### config.mk
export PLATFORM = sky130hd
export DESIGN_NAME = ps2_keyboard
export DESIGN_NICKNAME = d
export VERILOG_FILES = /design/src/rtl/ps2_keyboard.sv
export SDC_FILE = /design/constraint.sdc
export NUM_CORES = 1
export LEC_CHECK = 0
export CORE_MARGIN = 2
export CORE_UTILIZATION = 40
export DETAILED_ROUTE_END_ITERATION = 12
export MAX_ROUTING_LAYER = met4
export PLACE_DENSITY = 0.55
export SLEW_MARGIN = 40
export SYNTH_ARGS = -nofsm -noshare
export SYNTH_HDL_FRONTEND = slang
export SYNTH_SLANG_ARGS = --single-unit
### constraint.sdc
create_clock -name sys_clock -period 6.1 [get_ports sys_clock]
set_input_delay 1.22 -clock sys_clock [delete_from_list [all_inputs] [get_ports sys_clock]]
set_output_delay 1.22 -clock sys_clock [all_outputs]
set_load 0.03 [all_outputs]
### src/rtl/ps2_keyboard.sv
`default_nettype none
// ============================================================================
// ps2_keyboard : PS/2 set-2 receiver, Apple-1 ASCII decoder, char FIFO, KBD/KBDCR
// Revision     : 1.0
// ============================================================================
module ps2_keyboard #(
  parameter int FILTER_LEN = 8,
  parameter int TIMEOUT    = 20000,
  parameter int FIFO_DEPTH = 4
) (
  input  logic       sys_clock,
  input  logic       reset,
  input  logic       cpu_clken,
  input  logic       ps2_clk,
  input  logic       ps2_data,
  input  logic       address,
  input  logic       r_en,
  output logic [7:0] dout,
  output logic       clr_screen,
  output logic       frame_err
);
  localparam int c_FW = (FILTER_LEN > 1) ? $clog2(FILTER_LEN) : 1;
  localparam logic [c_FW-1:0] c_FILT_MAX = c_FW'(FILTER_LEN - 1);
  localparam int c_TW = $clog2(TIMEOUT);
  localparam logic [c_TW-1:0] c_TO_MAX = c_TW'(TIMEOUT - 1);
  localparam int c_AW = $clog2(FIFO_DEPTH);
  localparam logic [c_AW:0] c_FULL = (c_AW + 1)'(FIFO_DEPTH);

  localparam logic [1:0] S_IDLE = 2'd0, S_SHIFT = 2'd1, S_CHECK = 2'd2;
  localparam logic [1:0] D_NORM = 2'd0, D_BRK = 2'd1, D_EXT = 2'd2, D_EXT_BRK = 2'd3;

  logic            r_clk_s1, r_clk_s2, r_dat_s1, r_dat_s2, r_clk_filt;
  logic [c_FW-1:0] r_filt_cnt;
  logic            w_fall;

  // The filtered clock flips on the FILTER_LEN-th consecutive differing sample
  assign w_fall = r_clk_filt && !r_clk_s2 && (r_filt_cnt == c_FILT_MAX);

  always_ff @(posedge sys_clock or posedge reset) begin
    if (reset) begin
      r_clk_s1   <= 1'b1;
      r_clk_s2   <= 1'b1;
      r_dat_s1   <= 1'b1;
      r_dat_s2   <= 1'b1;
      r_clk_filt <= 1'b1;
      r_filt_cnt <= '0;
    end else begin
      r_clk_s1 <= ps2_clk;
      r_clk_s2 <= r_clk_s1;
      r_dat_s1 <= ps2_data;
      r_dat_s2 <= r_dat_s1;
      if (r_clk_s2 == r_clk_filt) begin
        r_filt_cnt <= '0;
      end else if (r_filt_cnt == c_FILT_MAX) begin
        r_clk_filt <= r_clk_s2;
        r_filt_cnt <= '0;
      end else begin
        r_filt_cnt <= r_filt_cnt + 1'b1;
      end
    end
  end

  logic [1:0]      r_rx_state;
  logic [3:0]      r_bit_cnt;
  logic [9:0]      r_shift;
  logic            r_start;
  logic [c_TW-1:0] r_to_cnt;
  logic            r_frame_err;
  logic            w_frame_ok, w_rx_valid;
  logic [7:0]      w_rx_byte;

  // r_shift holds data[7:0], parity, stop once ten bits have followed the start bit
  assign w_frame_ok = !r_start && r_shift[9] && (^r_shift[8:0]);
  assign w_rx_valid = (r_rx_state == S_CHECK) && w_frame_ok;
  assign w_rx_byte  = r_shift[7:0];

  always_ff @(posedge sys_clock or posedge reset) begin
    if (reset) begin
      r_rx_state  <= S_IDLE;
      r_bit_cnt   <= 4'd0;
      r_shift     <= '0;
      r_start     <= 1'b0;
      r_to_cnt    <= '0;
      r_frame_err <= 1'b0;
    end else begin
      r_frame_err <= 1'b0;
      case (r_rx_state)
        S_IDLE: begin
          r_to_cnt <= '0;
          if (w_fall) begin
            r_start    <= r_dat_s2;
            r_bit_cnt  <= 4'd1;
            r_rx_state <= S_SHIFT;
          end
        end
        S_SHIFT: begin
          if (w_fall) begin
            r_shift   <= {r_dat_s2, r_shift[9:1]};
            r_to_cnt  <= '0;
            r_bit_cnt <= r_bit_cnt + 4'd1;
            if (r_bit_cnt == 4'd10) r_rx_state <= S_CHECK;
          end else if (r_to_cnt == c_TO_MAX) begin
            r_rx_state <= S_IDLE;
          end else begin
            r_to_cnt <= r_to_cnt + 1'b1;
          end
        end
        S_CHECK: begin
          r_frame_err <= !w_frame_ok;
          r_rx_state  <= S_IDLE;
        end
        default: r_rx_state <= S_IDLE;
      endcase
    end
  end

  // Returns {hit, ascii}; letters carry no separate shifted form
  function automatic logic [7:0] map_key(input logic [7:0] code, input logic sh);
    logic [6:0] lo, hi;
    logic       hit;
    hit = 1'b1;
    lo  = 7'h00;
    hi  = 7'h00;
    case (code)
      8'h1C: lo = 7'h41;  8'h32: lo = 7'h42;  8'h21: lo = 7'h43;  8'h23: lo = 7'h44;
      8'h24: lo = 7'h45;  8'h2B: lo = 7'h46;  8'h34: lo = 7'h47;  8'h33: lo = 7'h48;
      8'h43: lo = 7'h49;  8'h3B: lo = 7'h4A;  8'h42: lo = 7'h4B;  8'h4B: lo = 7'h4C;
      8'h3A: lo = 7'h4D;  8'h31: lo = 7'h4E;  8'h44: lo = 7'h4F;  8'h4D: lo = 7'h50;
      8'h15: lo = 7'h51;  8'h2D: lo = 7'h52;  8'h1B: lo = 7'h53;  8'h2C: lo = 7'h54;
      8'h3C: lo = 7'h55;  8'h2A: lo = 7'h56;  8'h1D: lo = 7'h57;  8'h22: lo = 7'h58;
      8'h35: lo = 7'h59;  8'h1A: lo = 7'h5A;
      8'h16: {lo, hi} = {7'h31, 7'h21};
      8'h1E: {lo, hi} = {7'h32, 7'h40};
      8'h26: {lo, hi} = {7'h33, 7'h23};
      8'h25: {lo, hi} = {7'h34, 7'h24};
      8'h2E: {lo, hi} = {7'h35, 7'h25};
      8'h36: {lo, hi} = {7'h36, 7'h5E};
      8'h3D: {lo, hi} = {7'h37, 7'h26};
      8'h3E: {lo, hi} = {7'h38, 7'h2A};
      8'h46: {lo, hi} = {7'h39, 7'h28};
      8'h45: {lo, hi} = {7'h30, 7'h29};
      8'h4E: {lo, hi} = {7'h2D, 7'h5F};
      8'h55: {lo, hi} = {7'h3D, 7'h2B};
      8'h54: {lo, hi} = {7'h5B, 7'h7B};
      8'h5B: {lo, hi} = {7'h5D, 7'h7D};
      8'h5D: {lo, hi} = {7'h5C, 7'h7C};
      8'h4C: {lo, hi} = {7'h3B, 7'h3A};
      8'h52: {lo, hi} = {7'h27, 7'h22};
      8'h41: {lo, hi} = {7'h2C, 7'h3C};
      8'h49: {lo, hi} = {7'h2E, 7'h3E};
      8'h4A: {lo, hi} = {7'h2F, 7'h3F};
      8'h0E: {lo, hi} = {7'h60, 7'h7E};
      8'h29: lo = 7'h20;  8'h5A: lo = 7'h0D;  8'h66: lo = 7'h5F;  8'h76: lo = 7'h1B;
      default: hit = 1'b0;
    endcase
    if (hi == 7'h00) hi = lo;
    return {hit, sh ? hi : lo};
  endfunction

  logic [1:0] r_dec_state;
  logic       r_shift_key, r_ctrl_key, r_char_valid, r_clr_screen;
  logic [6:0] r_char;
  logic [7:0] w_map;
  logic       w_letter, w_is_shift;

  assign w_map      = map_key(w_rx_byte, r_shift_key);
  assign w_letter   = (w_map[6:0] >= 7'h41) && (w_map[6:0] <= 7'h5A);
  assign w_is_shift = (w_rx_byte == 8'h12) || (w_rx_byte == 8'h59);

  always_ff @(posedge sys_clock or posedge reset) begin
    if (reset) begin
      r_dec_state  <= D_NORM;
      r_shift_key  <= 1'b0;
      r_ctrl_key   <= 1'b0;
      r_char_valid <= 1'b0;
      r_char       <= 7'h00;
      r_clr_screen <= 1'b0;
    end else begin
      r_char_valid <= 1'b0;
      r_clr_screen <= 1'b0;
      if (w_rx_valid) begin
        if (w_rx_byte == 8'hF0 && r_dec_state == D_NORM) begin
          r_dec_state <= D_BRK;
        end else if (w_rx_byte == 8'hF0 && r_dec_state == D_EXT) begin
          r_dec_state <= D_EXT_BRK;
        end else if (w_rx_byte == 8'hE0 && r_dec_state == D_NORM) begin
          r_dec_state <= D_EXT;
        end else begin
          r_dec_state <= D_NORM;
          case (r_dec_state)
            D_NORM: begin
              if (w_is_shift) r_shift_key <= 1'b1;
              else if (w_rx_byte == 8'h14) r_ctrl_key <= 1'b1;
              else if (w_rx_byte == 8'h05) r_clr_screen <= 1'b1;
              else if (w_map[7]) begin
                r_char_valid <= 1'b1;
                r_char <= (r_ctrl_key && w_letter) ? {2'b00, w_map[4:0]} : w_map[6:0];
              end
            end
            D_BRK: begin
              if (w_is_shift) r_shift_key <= 1'b0;
              else if (w_rx_byte == 8'h14) r_ctrl_key <= 1'b0;
            end
            D_EXT:   if (w_rx_byte == 8'h14) r_ctrl_key <= 1'b1;
            default: if (w_rx_byte == 8'h14) r_ctrl_key <= 1'b0;
          endcase
        end
      end
    end
  end

  logic [6:0]      r_mem [FIFO_DEPTH];
  logic [c_AW-1:0] r_wr_ptr, r_rd_ptr;
  logic [c_AW:0]   r_count;
  logic            w_avail, w_full, w_pop, w_push;

  assign w_avail = (r_count != '0);
  assign w_full  = (r_count == c_FULL);
  assign w_pop   = r_en && cpu_clken && !address && w_avail;
  // When full, a simultaneous pop frees the slot being overwritten
  assign w_push  = r_char_valid && (!w_full || w_pop);

  always_ff @(posedge sys_clock or posedge reset) begin
    if (reset) begin
      for (int i = 0; i < FIFO_DEPTH; i++) r_mem[i] <= 7'h00;
      r_wr_ptr <= '0;
      r_rd_ptr <= '0;
      r_count  <= '0;
    end else begin
      if (w_push) begin
        r_mem[r_wr_ptr] <= r_char;
        r_wr_ptr        <= r_wr_ptr + 1'b1;
      end
      if (w_pop) r_rd_ptr <= r_rd_ptr + 1'b1;
      if (w_push && !w_pop) r_count <= r_count + 1'b1;
      else if (w_pop && !w_push) r_count <= r_count - 1'b1;
    end
  end

  assign dout       = address ? {w_avail, 7'b0} : {1'b1, r_mem[r_rd_ptr]};
  assign clr_screen = r_clr_screen;
  assign frame_err  = r_frame_err;

endmodule
`default_nettype wire
[After elaboration in Yosys (flattened, before gate mapping)]
Index checks and enable logic that the tools add are counted.
Cells by class
  div/mod/pow operators: 0
  equal/unequal tests: 75
  multiply operators: 0
  $add $sub $neg: 7
  muxes and demuxes: 57
  bitwise logic cells: 9
  magnitude comparators: 5
  reduce and logical (&&, ||, !) cells: 44
  shift-type cells: 0
Operator list (number)
  $pmux 7 s51: 1
  $eq 8x6->1 const B: 23
  $eq 8x7->1 const B: 21
  $pmux 7 s21: 1
  $eq 8x5->1 const B: 9
  $reduce_or 51->1: 1
  $mux 7: 6
  $mux 15: 2
  $pmux 15 s2: 1
  $bwmux 28: 1
  $mux 1: 25
  $logic_and 1x1->1: 17
  $eq 8x8->1 const B: 2
  $add 15x1->15 const B: 1
  $eq 15x15->1 const B: 1
  $bmux 7 s2: 1
  $demux 7 s2: 1
  $mux 2: 7
  $mux 3: 4
  $ne 2x2->1 const B: 6
  $ne 3x3->1 const B: 3
  $reduce_and 9->1: 1
  $reduce_xor 9->1: 1
  $eq 8x3->1 const B: 1
  other kinds (32): 60
Storage, ports and cells
  word-level logic and storage cells: 222
  bits in writable memories: 0
  memories kept: 0
  output and inout bits: 10
  latch bits: 0
  bits of input ports: 7
  register bits after elaboration: 89
  bits in read-only memories: 0

[Depth between registers and ports, before layout]
  word-level depth: 12
  depth in mapped cells: 12

[Worst setup path before layout]
OpenSTA, ideal clock, no wires.
  path type: input to register
  start point: input address
  end point: register r_count[2]
  arrival: 2.900 ns
  path buffers: 0
  setup time: 0.079 ns
  data required time: 6.021 ns
  setup slack: 3.120 ns
  cell stages on the path: 8
  cell sequence: nand3b_1 -> a31oi_1 -> ha_1 -> inv_1 -> fa_1 -> xor2_1 -> nor2_1 -> xor2_1
Between the ends
  longest elaborated chain between the ends: 8
Ends and longest elaborated chain
  start: declaration: RTL line 16  | input logic address,
  $logic_not 1->1 *: RTL line 219  | assign w_pop = r_en && cpu_clken && !address && w_avail;
  $logic_and 1x1->1 * (2 in a row): RTL line 219
  $logic_or 1x1->1 *: RTL line 221  | assign w_push = r_char_valid && (!w_full || w_pop);
  $logic_and 1x1->1 *: RTL line 221
  via w_push: RTL line 215  | logic w_avail, w_full, w_pop, w_push;
  $logic_not 1->1: RTL line 236  | else if (w_pop && !w_push) r_count <= r_count - 1'b1;
  $logic_and 1x1->1: RTL line 236
  $reduce_bool 2->1 (no source line)
  end signal: assignment: RTL line 235  | if (w_push && !w_pop) r_count <= r_count + 1'b1;
  end signal: assignment: RTL line 236
  end: declaration: RTL line 214  | logic [c_AW:0] r_count;
The timed path passes the listed nets; every way through them passes the cells marked *.
A chain may end at the register's enable or synchronous reset.

[Worst setup path after layout]
  start point: input address
  end point: output dout[6]
Between the ends
  longest elaborated chain between the ends: 1
Ends and longest elaborated chain
  $mux 8: RTL line 240  | assign dout = address ? {w_avail, 7'b0} : {1'b1, r_mem[r_rd_ptr]};
  end: declaration: RTL line 18  | output logic [7:0] dout,
No other way between the ends.

==> summary.md <==
| Metric | Value |
|---|---|
| Part of the power in registers | 52.9% |
| Largest net degree at the start of global routing | 50 |
| Leading area contributor after synthesis | dfrtp_1 |
| Max-Cap Viols | 0 |
| Hold path depth | 0 |
| Setup TNS | 0 ns |
| Clock slew at reported path FFs | 0.06 ns |
| Clk_skew | 0.00819 ns |
| Max_slew headroom | 50.1% |
| Gates resized, CTS repair | 0 |
| Die height | 119 µm |
| Delay-heaviest family, CP | buffers and inverters |
| Vias in the first global route | 3933 |
| Row count | 42 |
| Routing usage on met3 | 4.26% |
| CP max stage delay | 0.68 ns |
| Internal power | 0.000945 W |
| Core region area | 13100 µm² |
| Hold_buf cts | 0 |
| Clk Latency, worst-skew pair | 0.34 ns |
| Setup CP Type | in -> out |
| Most used routing layer in global routing | met2 |
| FF+latch area | 2230 µm² |
| CP Capture Type | output port |
| Final core occ | 44.6% |
| Outcome | finished, final reports clean |
| RSZ-0062 raised after global routing | false |
| Startpoint Class | input port |
| CTS HTree Levels | 3 |
| NetSw | 0.000310 W |
| Max clock buf depth | 2 |
| Netlist cell types | 72 |
| Die X | 119 µm |
| GR Util met1 | 24.9% |
| Switch share | 24.7% |
| Period utilisation layout | 63.0% |
| Global-route wire length before repair | 20500 µm |
| # IOs | 17 |
| CTS tree | done |
| Clock Power Share | 40.3% |
| Vias/cell | 5.70 |
| Initial DRC count | 349 |
| Ys async rst share | 100% |
| Crit. path cell count | 3 |
| Gr usage total | 18.7% |
| # diodes | 0 |
| Routed len/inst | 17.0 µm |
| Final Max Slew Viols | 0 |
| Cell count of the worst reg-to-reg path | 10 |
| Crit path DAT | 2.62 ns |
| Syn_area_per_cell | 9.98 µm² |
| M2 GR Usage | 27.7% |
| Post-DP HPWL | 8500 µm |
| Ranking of synthesized cells by area | dfrtp_1 (40%), mux2_2 (7.0%), ha_1 (6.1%) |
| Clk sink count | 89 |
| Crit path max-delay cell type | clkdlybuf4s50_1 |
| Synth Instances | 533 |
| Initial Util | 40.5% |
| Die Area | 14200 µm² |
| Comb pwr share | 6.8% |
| Syn Std Cell Area | 5320 µm² |
| Vias post-DR | 4092 |
| Share of cells above drive strength 1 | 14.2% |
| Post-CTS setup buffers | 0 |
| Finish-stage setup viols | 0 |
| Leak | 2.56 nW |
| Sequential cell area fraction in the yosys report | 42.0% |
| Synth Net Count | 567 |
| Port Buffer Count | 16 |
| RD Place Congestion | 0.927 |
| Max FO, Critical Path | 9 |
| Final hold vios | 0 |
| Initial antenna violation count | 0 |
| Power Density | 214 nW/µm² |
| Detailed Route WL | 12200 µm |
| Root buffer cell | clkbuf_16 |
| Number of flops mapped to enable cells by yosys | 0 |
| Tightest Pin Transition | 0.749 ns |
| Drt first pass iters | 5 |
| Post-synth top area share | 39.5% |
| Fin crit period | 3.84 ns |
| CP Buf/Inv Count | 2 |
| Antenna Nets Post-Route | 0 |
| CP cell instances | clkdlybuf4s50_1 > nor2b_1 > clkdlybuf4s50_1 |
| FMAX | 260 MHz |
| Fill cells | 1292 |
| Global route overflow | 0 |
| Main synth FF type | dfrtp_1 |
| Synth Warn # | 0 |
| Most used cell along the critical path | clkdlybuf4s50_1 |
| DRC Markers | 0 |
| HP Class | reg -> reg |
| Worst vdd ir | 0.0987 mV |
| FF+latch count, synth | 89 |
| Req. time, crit path | 4.88 ns |
| CTS Buf Count | 9 |
| Final #Nets | 571 |
| Footprint of the multi-input gates | 2860 µm² |
| Syn-to-layout area delta | 10.2% |
layer usage:
| layer | wire, µm | share of wire [%] |
|---|---|---|
| met1 | 5780 | 47 |
| met2 | 5510 | 45 |
| met3 | 664 | 5.4 |
| met4 | 281 | 2.3 |
| met5 | 0 | 0 |
power by group through the flow:
stage | clock, W | combinational [W] | sequential, W
3_3_place_gp | 0 | 0.0000844 | 0.000676
3_5_place_dp | 0 | 0.0000867 | 0.000678
6_report | 0.000506 | 0.0000850 | 0.000665
2_1_floorplan | 0 | 0.0000915 | 0.000643
5_1_grt | 0.000550 | 0.0000984 | 0.000672
4_1_cts | 0.000524 | 0.0000874 | 0.000666
layout make-up:
cell class                      count  area share, %
Sequential cell                    89           38.1
Inverter                           27           1.81
Clock inverter                      4          0.555
Clock buffer                       12           4.04
Tap cell                          176           3.76
Multi-Input combinational cell    393           48.9
Timing Repair Buffer               17           2.86
cells in the mapped netlist (all sizes together) (4+ instances only):
cell type / count
mux4: 7
nand3: 13
nor2b: 9
inv: 27
ha: 26
clkbuf: 12
nand4: 10
buf: 12
xnor2: 6
dfrtp: 84
and3: 9
o31ai: 5
nor3: 7
nor2: 34
nand2: 67
o221ai: 5
dfstp: 5
nor4: 5
o2111ai: 5
o21ai: 40
a31oi: 4
o22ai: 11
a22oi: 8
a21o: 4
xor2: 10
mux2: 38
a21oi: 16
placed cells by master, fill, tap and decap left out, drive strengths merged, types with 12 or more instances in the layout:
master / n
a21oi: 16
clkbuf: 12
clkdlybuf4s50: 16
dfrtp: 84
ha: 26
inv: 26
mux2: 38
nand2: 67
nand3: 13
nor2: 34
o21ai: 40
stage by stage:
step	hold slack, ns	std cells	area [µm²]	setup WS, ns	power, W
after floorplan	0.345	533	5320	2.58	0.000735
after global routing	0.365	718	5860	2.14	0.00132
after CTS	0.356	718	5860	2.22	0.00128
after global placement	0.348	702	5590	2.27	0.000760
after detailed placement	0.347	702	5590	2.23	0.000764
final	0.356	718	5860	2.26	0.00126
final timing paths:
check	start	end	slack, ns
worst min-delay path	r_clk_s1	r_clk_s2	0.36
worst max register to register	r_shift[7]	r_char[6]	2.63
min in group asynchronous	reset	r_rx_state[1]	1.26
max in group asynchronous	reset	r_mem[21]	3.96
worst min register to register	r_clk_s1	r_clk_s2	0.36
worst max-delay path	address	dout[6]	2.26
worst register-to-register path, cell delays in order (launching register included):
cell	delay [ns]
dfrtp_1	0.40
inv_1	0.10
ha_1	0.54
nand2_1	0.50
o22ai_1	0.49
or2_0	0.23
o31a_1	0.29
o21ai_0	0.19
nand4b_1	0.21
o311a_1	0.31
a21oi_1	0.14
flip-flops by register name, summed over array words and instances (netlist names), 2 cells and up:
name         flops
r_mem           28
r_rx_state       2
r_count          3
r_to_cnt        15
r_char           7
r_shift         10
r_dec_state      2
r_filt_cnt       3
r_wr_ptr         2
r_bit_cnt        4
r_rd_ptr         2
kinds of logic after synthesis:
family	share of synthesized area, %
fa+ha+maj	6.49
compound gates	15.7
simple gates	16.9
mux	11.7
buf+inv	4.16
xor+xnor	3.06
flops	42.0
(Power assumes the default switching activity.)
